$ cat src/rtl/regfile_pkg.sv
// rtl/regfile_pkg.sv - shared defaults and types for scoreboard_regfile
package regfile_pkg;
  localparam int XLEN_DEF     = 32;
  localparam int NREGS_DEF    = 32;
  localparam int ADDR_W       = $clog2(NREGS_DEF);
  localparam int MAX_PEND_DEF = 3;
  localparam int PEND_W       = $clog2(MAX_PEND_DEF + 1);

  typedef logic [PEND_W-1:0] pend_t;
endpackage

$ cat src/rtl/pend_counter.sv
// rtl/pend_counter.sv - saturating outstanding-write counter for one register
module pend_counter
  import regfile_pkg::*;
#(
  parameter int MAX_PEND = MAX_PEND_DEF,
  parameter int DW       = 1,
  localparam int CW      = $clog2(MAX_PEND + 1)
) (
  input  logic          clk,
  input  logic          rst_n,
  input  logic          inc,
  input  logic [DW-1:0] dec_count,
  input  logic          flush,
  output logic [CW-1:0] count,
  output logic          busy,
  output logic          full
);

  int            sum;
  logic [CW-1:0] count_nxt;

  // Signed sum so stray write-backs clamp at zero instead of wrapping.
  always_comb begin
    sum = int'(count) + int'(inc) - int'(dec_count);
    if (flush || sum < 0) begin
      count_nxt = '0;
    end else if (sum > MAX_PEND) begin
      count_nxt = CW'(MAX_PEND);
    end else begin
      count_nxt = CW'(sum);
    end
  end

  always_ff @(posedge clk or negedge rst_n) begin
    if (!rst_n) begin
      count <= '0;
    end else begin
      count <= count_nxt;
    end
  end

  assign busy = (count != '0);
  assign full = (count == CW'(MAX_PEND));

endmodule

$ cat src/rtl/scoreboard_regfile.sv
// rtl/scoreboard_regfile.sv - register file with pending-write scoreboard; REGFILE_BYPASS_EN adds same-cycle forwarding
module scoreboard_regfile
  import regfile_pkg::*;
#(
  parameter int XLEN     = XLEN_DEF,
  parameter int NREGS    = NREGS_DEF,
  parameter int NRD      = 2,
  parameter int NWR      = 1,
  parameter int MAX_PEND = MAX_PEND_DEF,
  localparam int AW      = $clog2(NREGS)
) (
  input  logic                      clk,
  input  logic                      rst_n,
  input  logic [NRD-1:0]            rd_valid,
  input  logic [NRD-1:0][AW-1:0]    rd_addr,
  output logic [NRD-1:0][XLEN-1:0]  rd_data,
  output logic                      rd_ready,
  input  logic                      alloc_valid,
  input  logic [AW-1:0]             alloc_addr,
  output logic                      alloc_ready,
  input  logic [NWR-1:0]            wb_valid,
  input  logic [NWR-1:0][AW-1:0]    wb_addr,
  input  logic [NWR-1:0][XLEN-1:0]  wb_data,
  input  logic                      flush,
  output logic [NREGS-1:0]          busy_vec
);

  localparam int CW = $clog2(MAX_PEND + 1);
  localparam int DW = $clog2(NWR + 1);
`ifdef REGFILE_BYPASS_EN
  localparam bit BYPASS = 1'b1;
`else
  localparam bit BYPASS = 1'b0;
`endif

  logic [XLEN-1:0]  regs [NREGS];
  logic [DW-1:0]    hits [NREGS];
  logic [CW-1:0]    cnt  [NREGS];
  logic [NREGS-1:0] busy_w;
  logic [NREGS-1:0] full_w;
  logic             alloc_fire;

  always_comb begin
    for (int r = 0; r < NREGS; r++) begin
      hits[r] = '0;
      for (int w = 0; w < NWR; w++) begin
        if (wb_valid[w] && wb_addr[w] == AW'(r)) hits[r] = hits[r] + DW'(1);
      end
    end
  end

  assign alloc_ready = !full_w[alloc_addr] ||
                       (BYPASS && (int'(cnt[alloc_addr]) - int'(hits[alloc_addr]) < MAX_PEND));
  assign alloc_fire  = alloc_valid && alloc_ready;

  assign cnt[0]    = '0;
  assign busy_w[0] = 1'b0;
  assign full_w[0] = 1'b0;

  for (genvar r = 1; r < NREGS; r++) begin : g_pend
    pend_counter #(.MAX_PEND(MAX_PEND), .DW(DW)) u_pend (
      .clk       (clk),
      .rst_n     (rst_n),
      .inc       (alloc_fire && alloc_addr == AW'(r)),
      .dec_count (hits[r]),
      .flush     (flush),
      .count     (cnt[r]),
      .busy      (busy_w[r]),
      .full      (full_w[r])
    );
  end

  assign busy_vec = busy_w;

  // Ascending port order makes the highest write-back port win on collisions.
  always_ff @(posedge clk or negedge rst_n) begin
    if (!rst_n) begin
      for (int r = 0; r < NREGS; r++) regs[r] <= '0;
    end else begin
      for (int w = 0; w < NWR; w++) begin
        if (wb_valid[w] && wb_addr[w] != '0) regs[wb_addr[w]] <= wb_data[w];
      end
    end
  end

  always_comb begin
    for (int i = 0; i < NRD; i++) begin
      rd_data[i] = (rd_addr[i] == '0) ? '0 : regs[rd_addr[i]];
      if (BYPASS) begin
        for (int w = 0; w < NWR; w++) begin
          if (wb_valid[w] && wb_addr[w] != '0 && wb_addr[w] == rd_addr[i]) rd_data[i] = wb_data[w];
        end
      end
    end
  end

  // With forwarding, the last outstanding write retiring now releases the register.
  always_comb begin
    rd_ready = 1'b1;
    for (int i = 0; i < NRD; i++) begin
      if (rd_valid[i] && busy_w[rd_addr[i]] &&
          !(BYPASS && cnt[rd_addr[i]] == CW'(1) && hits[rd_addr[i]] != '0)) begin
        rd_ready = 1'b0;
      end
    end
  end

endmodule

$ cat config.mk
export PLATFORM = sky130hd
export DESIGN_NAME = scoreboard_regfile
export DESIGN_NICKNAME = d
export VERILOG_FILES = /design/src/rtl/regfile_pkg.sv /design/src/rtl/pend_counter.sv /design/src/rtl/scoreboard_regfile.sv
export SDC_FILE = /design/constraint.sdc
export NUM_CORES = 2
export LEC_CHECK = 0
export CORE_MARGIN = 1.5
export CORE_UTILIZATION = 40
export CTS_BUF_LIST = sky130_fd_sc_hd__clkbuf_4
export DETAILED_ROUTE_END_ITERATION = 6
export GPL_TIMING_DRIVEN = 0
export PLACE_DENSITY = 0.67
export SYNTH_ARGS = -nofsm -noshare
export SYNTH_HDL_FRONTEND = slang
export SYNTH_HIERARCHICAL = 1
export SYNTH_SLANG_ARGS = --single-unit
$ cat constraint.sdc
create_clock -name clk -period 4.15 [get_ports clk]
set_clock_uncertainty 0.15 [all_clocks]
set_input_delay 0.415 -clock clk [delete_from_list [all_inputs] [get_ports clk]]
set_output_delay 0.415 -clock clk [all_outputs]
set_load 0.005 [all_outputs]
### Yosys cells after proc, flatten, opt, wreduce, memory -nomap -nowiden

Cells that the tools add are included.
Widths: inputs -> output; s select.

* word-level logic and storage cells: 535
* bits of input ports: 59
* register bits after elaboration: 1086
* output and inout bits: 98

* bitwise logic cells: 3
* multiplexer cells: 112
* equal/unequal tests: 93
* order comparisons: 69
* reductions and logical operators: 133
* add/subtract/negate cells: 62

Operator list (number)
* $bwmux 1024: 1
* $gt 32x3->1 const B: 31
* $lt 32x1->1 const B: 31
* $sub 32x2->32: 31
* $bmux 32 s5: 2
* $mux 32: 7
* $demux 32 s5: 1
* $eq 5x5->1 const B: 32
* $mux 2: 62
* $add 2x1->3: 31
* $eq 5x4->1 const B: 16
* $logic_and 1x1->1: 67
* $eq 2x2->1 const B: 31
* $reduce_bool 2->1: 31
* $eq 5x3->1 const B: 8
* $mux 1: 36
* $logic_or 1x1->1: 31
* $eq 5x2->1 const B: 4
* $ge 6x6->1 const B: 3
* $lt 5x6->1 const B: 3
* $not 5->6: 3
* $bmux 1 s5: 3
* $eq 5x1->1 const B: 2
* $logic_not 5->1: 2
* other kinds (3): 3

### Longest topological paths before layout

* depth in word-level cells: 11
* depth in mapped cells: 12
* mapped depth without buffers: 12

### Modules after synthesis

The synthesis kept the hierarchy.

Modules (own cells, without submodules)
* scoreboard_regfile: area an instance 55045.3 µm², sequential area each 25624.6 µm², cells an instance 4152, instances 1
* pend_counter: area an instance 180.2 µm², sequential area each 50.0 µm², cells an instance 21, instances 31

### Worst setup path before layout

OpenSTA, ideal clock, no wires.

* path kind: in2reg
* start: input port alloc_addr[0]
* end: register g_pend[19].u_pend.count[1]
* cell stages on the path: 10
* slack: 1003 ps
* arrival: 2867 ps
* buffers on the path: 1
* library setup time: 130 ps
* path through: buf_2 mux4_2 a211o_1 or3_1 nor2_1 ha_1 fa_1 nand2b_1 a21oi_1 a211oi_1

* longest elaborated chain between the ends: 10
* elaborated cells between the ends (all ways): 13
* those cells by class: add/sub (2); order compare (2); eq/ne (1); mux (4); reduce/logical (4)

Ends and longest elaborated chain
* start: declaration: RTL line scoreboard_regfile.sv:19 `input logic [AW-1:0] alloc_addr,`
* $bmux 1 s5: RTL line scoreboard_regfile.sv:52 `assign alloc_ready = !full_w[alloc_addr] ||`
* $mux 1 (not written as such): RTL line scoreboard_regfile.sv:52
* $logic_not 1->1: RTL line scoreboard_regfile.sv:52
* $logic_and 1x1->1: RTL line scoreboard_regfile.sv:54 `assign alloc_fire = alloc_valid && alloc_ready;`
* $logic_and 1x1->1 (*): RTL line scoreboard_regfile.sv:64 `.inc (alloc_fire && alloc_addr == AW'(r)),`
* $add 2x1->3 (*): RTL line pend_counter.sv:24 `sum = int'(count) + int'(inc) - int'(dec_count);`
* $sub 32x2->32 (*): RTL line pend_counter.sv:24
* $gt 32x3->1 / $lt 32x1->1 (equally long branches): RTL line pend_counter.sv:27, pend_counter.sv:25
* $mux 2 / $logic_or 1x1->1 (equally long branches): RTL line pend_counter.sv:27, pend_counter.sv:25
* $mux 2 (*): RTL line pend_counter.sv:25 `if (flush || sum < 0) begin`
* named net g_pend[19].u_pend.count_nxt[1]: RTL line pend_counter.sv:20 `logic [CW-1:0] count_nxt;`
* end signal: assignment: RTL line pend_counter.sv:38 `count <= count_nxt;`
* end: declaration: RTL line pend_counter.sv:14 `output logic [CW-1:0] count,`

Mark *: on every way through the listed nets, which the timed path passes. The rest lies on a longest branch. The select of a mux whose other input is x is not followed.
A chain may end at the register's enable or synchronous reset.

==> out/metrics.csv <==
metric,value,unit
"top cells by count, synth","nand2_1 (1174), dfrtp_1 (1086), mux4_2 (663), mux2_2 (370), clkbuf_1 (298)",
top post-synthesis cells by area,"dfrtp_1 (45%), mux4_2 (25%), nand2_1 (7.3%), mux2_2 (6.9%), mux2_1 (5.1%)",
"EDFF count, synth",0,
crit-path cells,"dlygate4sd2_1, clkbuf_4, clkbuf_2, mux4_2, mux4_2, nand2_1, o21ai_2, clkdlybuf4s50_1",
area of the core,0.1501,mm2
Setup TNS,-374.1,ps
Int Pwr,0.02167,W
Max clock buf depth,4,
via/cell ratio,5.912,
mapped cell area,0.06063,mm2
WL final,201700,um
Worst-path clk slew,80,ps
clock root buffer master,clkbuf_4,
Pins Over Slew Limit,0,
Final min period,4213,ps
"FF+latch count, synth",1086,
hpwl dp,147600,um
largest net degree at the start of global routing,174,
Critical Path RT,3590,ps
# clock sinks,1086,
H-tree depth,5,
post-synth top area cell,dfrtp_1,
area delta synth->final,14.37,%
"most used cell, CP",mux4_2,
cell area power density,457.0,mW/mm2
Synth Instances,4803,
clk_lat worst skew,1250,ps
total nets after synthesis,4986,
"Hold Violations, Final",0,
Top delay family on crit path,buffers and inverters,
Psw,0.01001,W
Rel. slew slack,15.01,%
warnings from Yosys,6,
Comb pwr share,26.2,%
row count,142,
Worst VDD drop,250.3,uV
violated checks,negative setup slack,
vias in the first global route,44720,
slowest CP cell,dlygate4sd2_1,
# Max-Cap Violations,0,
starting density of the core,40.39,%
Synth top area share,44.82,%
arrival time of the worst setup path,3650,ps
initial drt markers,4959,
DP Area,0.06480,mm2
asr flop ratio synth,100.0,%
gpl congestion,0.9331,
total grt overflow,0,
IO buf count,143,
initial antenna violation count,18,
slowest cell delay on critical path,550,ps
prevailing post-synth register cell,dfrtp_1,
layout cell share with drive strength beyond 1,31.93,%
RSZ-0062 raised after global routing,yes,
crit path buf inv count,4,
Final setup violation count,11,
fin area,0.06934,mm2
CTS buffer count,303,
Worst Tran Pin Value,1275,ps
status,finished with violations,
Total GRT Usage,26.45,%
HP Class,in -> reg,
first-pass GRT wire length,295300,um
Die Wd,392.3,um
crit start category,input pin,
sw frac,31.61,%
Clk pwr share,29.6,%
top-count cell post-synth,nand2_1,
fmax,237.4,MHz
DR WL/cell,26.74,um
Tcrit/Tclk final,101.5,%
Crit Path Max Fanout,10,
critical path endpoint category,output pin,
kind of critical path,in -> out,
via count,44600,
total die area,0.1539,mm2
IO Pins,157,
sequential share of power,44.3,%
synthesized area per cell,12.62,um2
Synth cell types,41,
LEAKAGE,31.56,nW
DRC,0,
die height,392.3,um
post-synthesis sequential area ratio,44.82,%
number of nets still failing antenna checks after routing,0,
slack of the critical path,-62.79,ps
CTS tree,done,
Nets,5507,
Pre-antenna DRT Iters,6,
[worst min-delay path, stage by stage]
cell,delay (ps)
dlygate4sd3_1,530
buf_2,340
nor3_1,250
[sequential cells by signal (all words and copies together), names as in the netlist]
name	cells
regs	1024
g_pend.u_pend/count	62
[kinds of logic after synthesis]
kind of cell / count (synthesis) / synth area share, %
adders and majority gates: 124 / 2.943
AOI/OAI and AO/OA: 140 / 1.350
xor gates and xnor gates: 31 / 0.4478
and+or+nand+nor: 1473 / 9.615
buffers and inverters: 637 / 4.166
other: 1 / 0.006185
DFF: 1086 / 44.82
muxes: 1311 / 36.65
[final timing paths]
| check | end | cells past startpoint | start | slack [ps] |
|---|---|---|---|---|
| max | rd_data[59] | 8 | rd_addr[6] | -60 |
| min | g_pend[21].u_pend/count[0]$_DFF_PN0_ | 3 | flush | 200 |
| max reg2reg | g_pend[16].u_pend/count[1]$_DFF_PN0_ | 12 | g_pend[16].u_pend/count[1]$_DFF_PN0_ | 840 |
| min reg2reg | regs[996]$_DFFE_PN0P_ | 1 | regs[996]$_DFFE_PN0P_ | 330 |
| max in group asynchronous | regs[989]$_DFFE_PN0P_ | 6 | rst_n | 1440 |
| min in group asynchronous | regs[104]$_DFFE_PN0P_ | 4 | rst_n | 270 |
[cell type report]
type / count / area [um2]
Inverter: 206 / 773.2
Antenna cell: 10 / 25.02
Tap cell: 2016 / 2522
Sequential cell: 1086 / 27180
Clock buffer: 405 / 3040
Fill cell: 13450 / 80790
Buffer: 430 / 1981
Multi-Input combinational cell: 3080 / 31130
Clock inverter: 94 / 425.4
Timing Repair Buffer: 217 / 2260
[what timing repair did]
| item | in CTS | in global routing |
|---|---|---|
| gates cloned | 0 | 0 |
| setup endpoints to repair | 66 | 29 |
| pin swaps | 0 | 1 |
| gates resized for setup | 257 | 34 |
| endpoints found under the hold margin | 631 | 0 |
| buffers inserted | 21 | 0 |
| hold buffers | 45 | 0 |
[stage by stage]
| stage | total power (W) | hold slack [ps] | cells | util, % | setup WS (ps) |
|---|---|---|---|---|---|
| after CTS | 0.03159 | 81.40 | 7535 | 46.13 | -53.15 |
| final | 0.03169 | 196.1 | 7544 | 46.19 | -62.79 |
| after global placement | 0.02181 | 303.3 | 6962 | 43.02 | -47280 |
| after detailed placement | 0.02211 | 292.9 | 6970 | 43.16 | -1589 |
| after floorplan | 0.01911 | -30.59 | 4803 | - | 1003 |
| after global routing | 0.03320 | 205.5 | 7537 | 46.17 | -29.04 |
[per-layer routing]
layer  GRT usage (%)  up-vias  share of wire (%)
li1                -    18250                  -
met1           34.10    23140                 37
met2           40.07     2690                 46
met3           9.385      518                 13
met4           11.83       10                4.4
met5               0        -              0.032
[power by group through the flow]
| stage | logic [W] | registers [W] | clock network [W] |
|---|---|---|---|
| after floorplan | 0.00541 | 0.0137 | 0 |
| final | 0.00829 | 0.0140 | 0.00938 |
| after detailed placement | 0.00795 | 0.0142 | 0 |
| after CTS | 0.00818 | 0.0139 | 0.00946 |
| after global placement | 0.00770 | 0.0141 | 0 |
| after global routing | 0.00889 | 0.0143 | 0.0101 |
[placed cells by master, fill, tap and decap left out, types with 5 or more instances in the layout]
master,count
a211oi_1,33
a21oi_1,32
buf_1,17
buf_16,8
buf_2,85
buf_4,47
clkbuf_1,250
clkbuf_2,29
clkbuf_4,422
clkdlybuf4s50_1,119
clkinv_1,70
clkinv_2,16
dfrtp_1,1083
diode_2,10
dlygate4sd2_1,15
dlygate4sd3_1,44
dlymetal6s2s_1,6
fa_1,31
ha_1,93
inv_1,161
inv_2,51
mux2_1,272
mux2_2,370
mux2i_1,6
mux4_2,663
nand2_1,1141
nand2_2,33
nand2b_1,65
nor2_1,172
nor2b_1,5
nor3_1,32
nor3b_1,5
o21ai_1,46
o21ai_2,14
xnor2_1,31
Power figures use the tool's default switching activity.
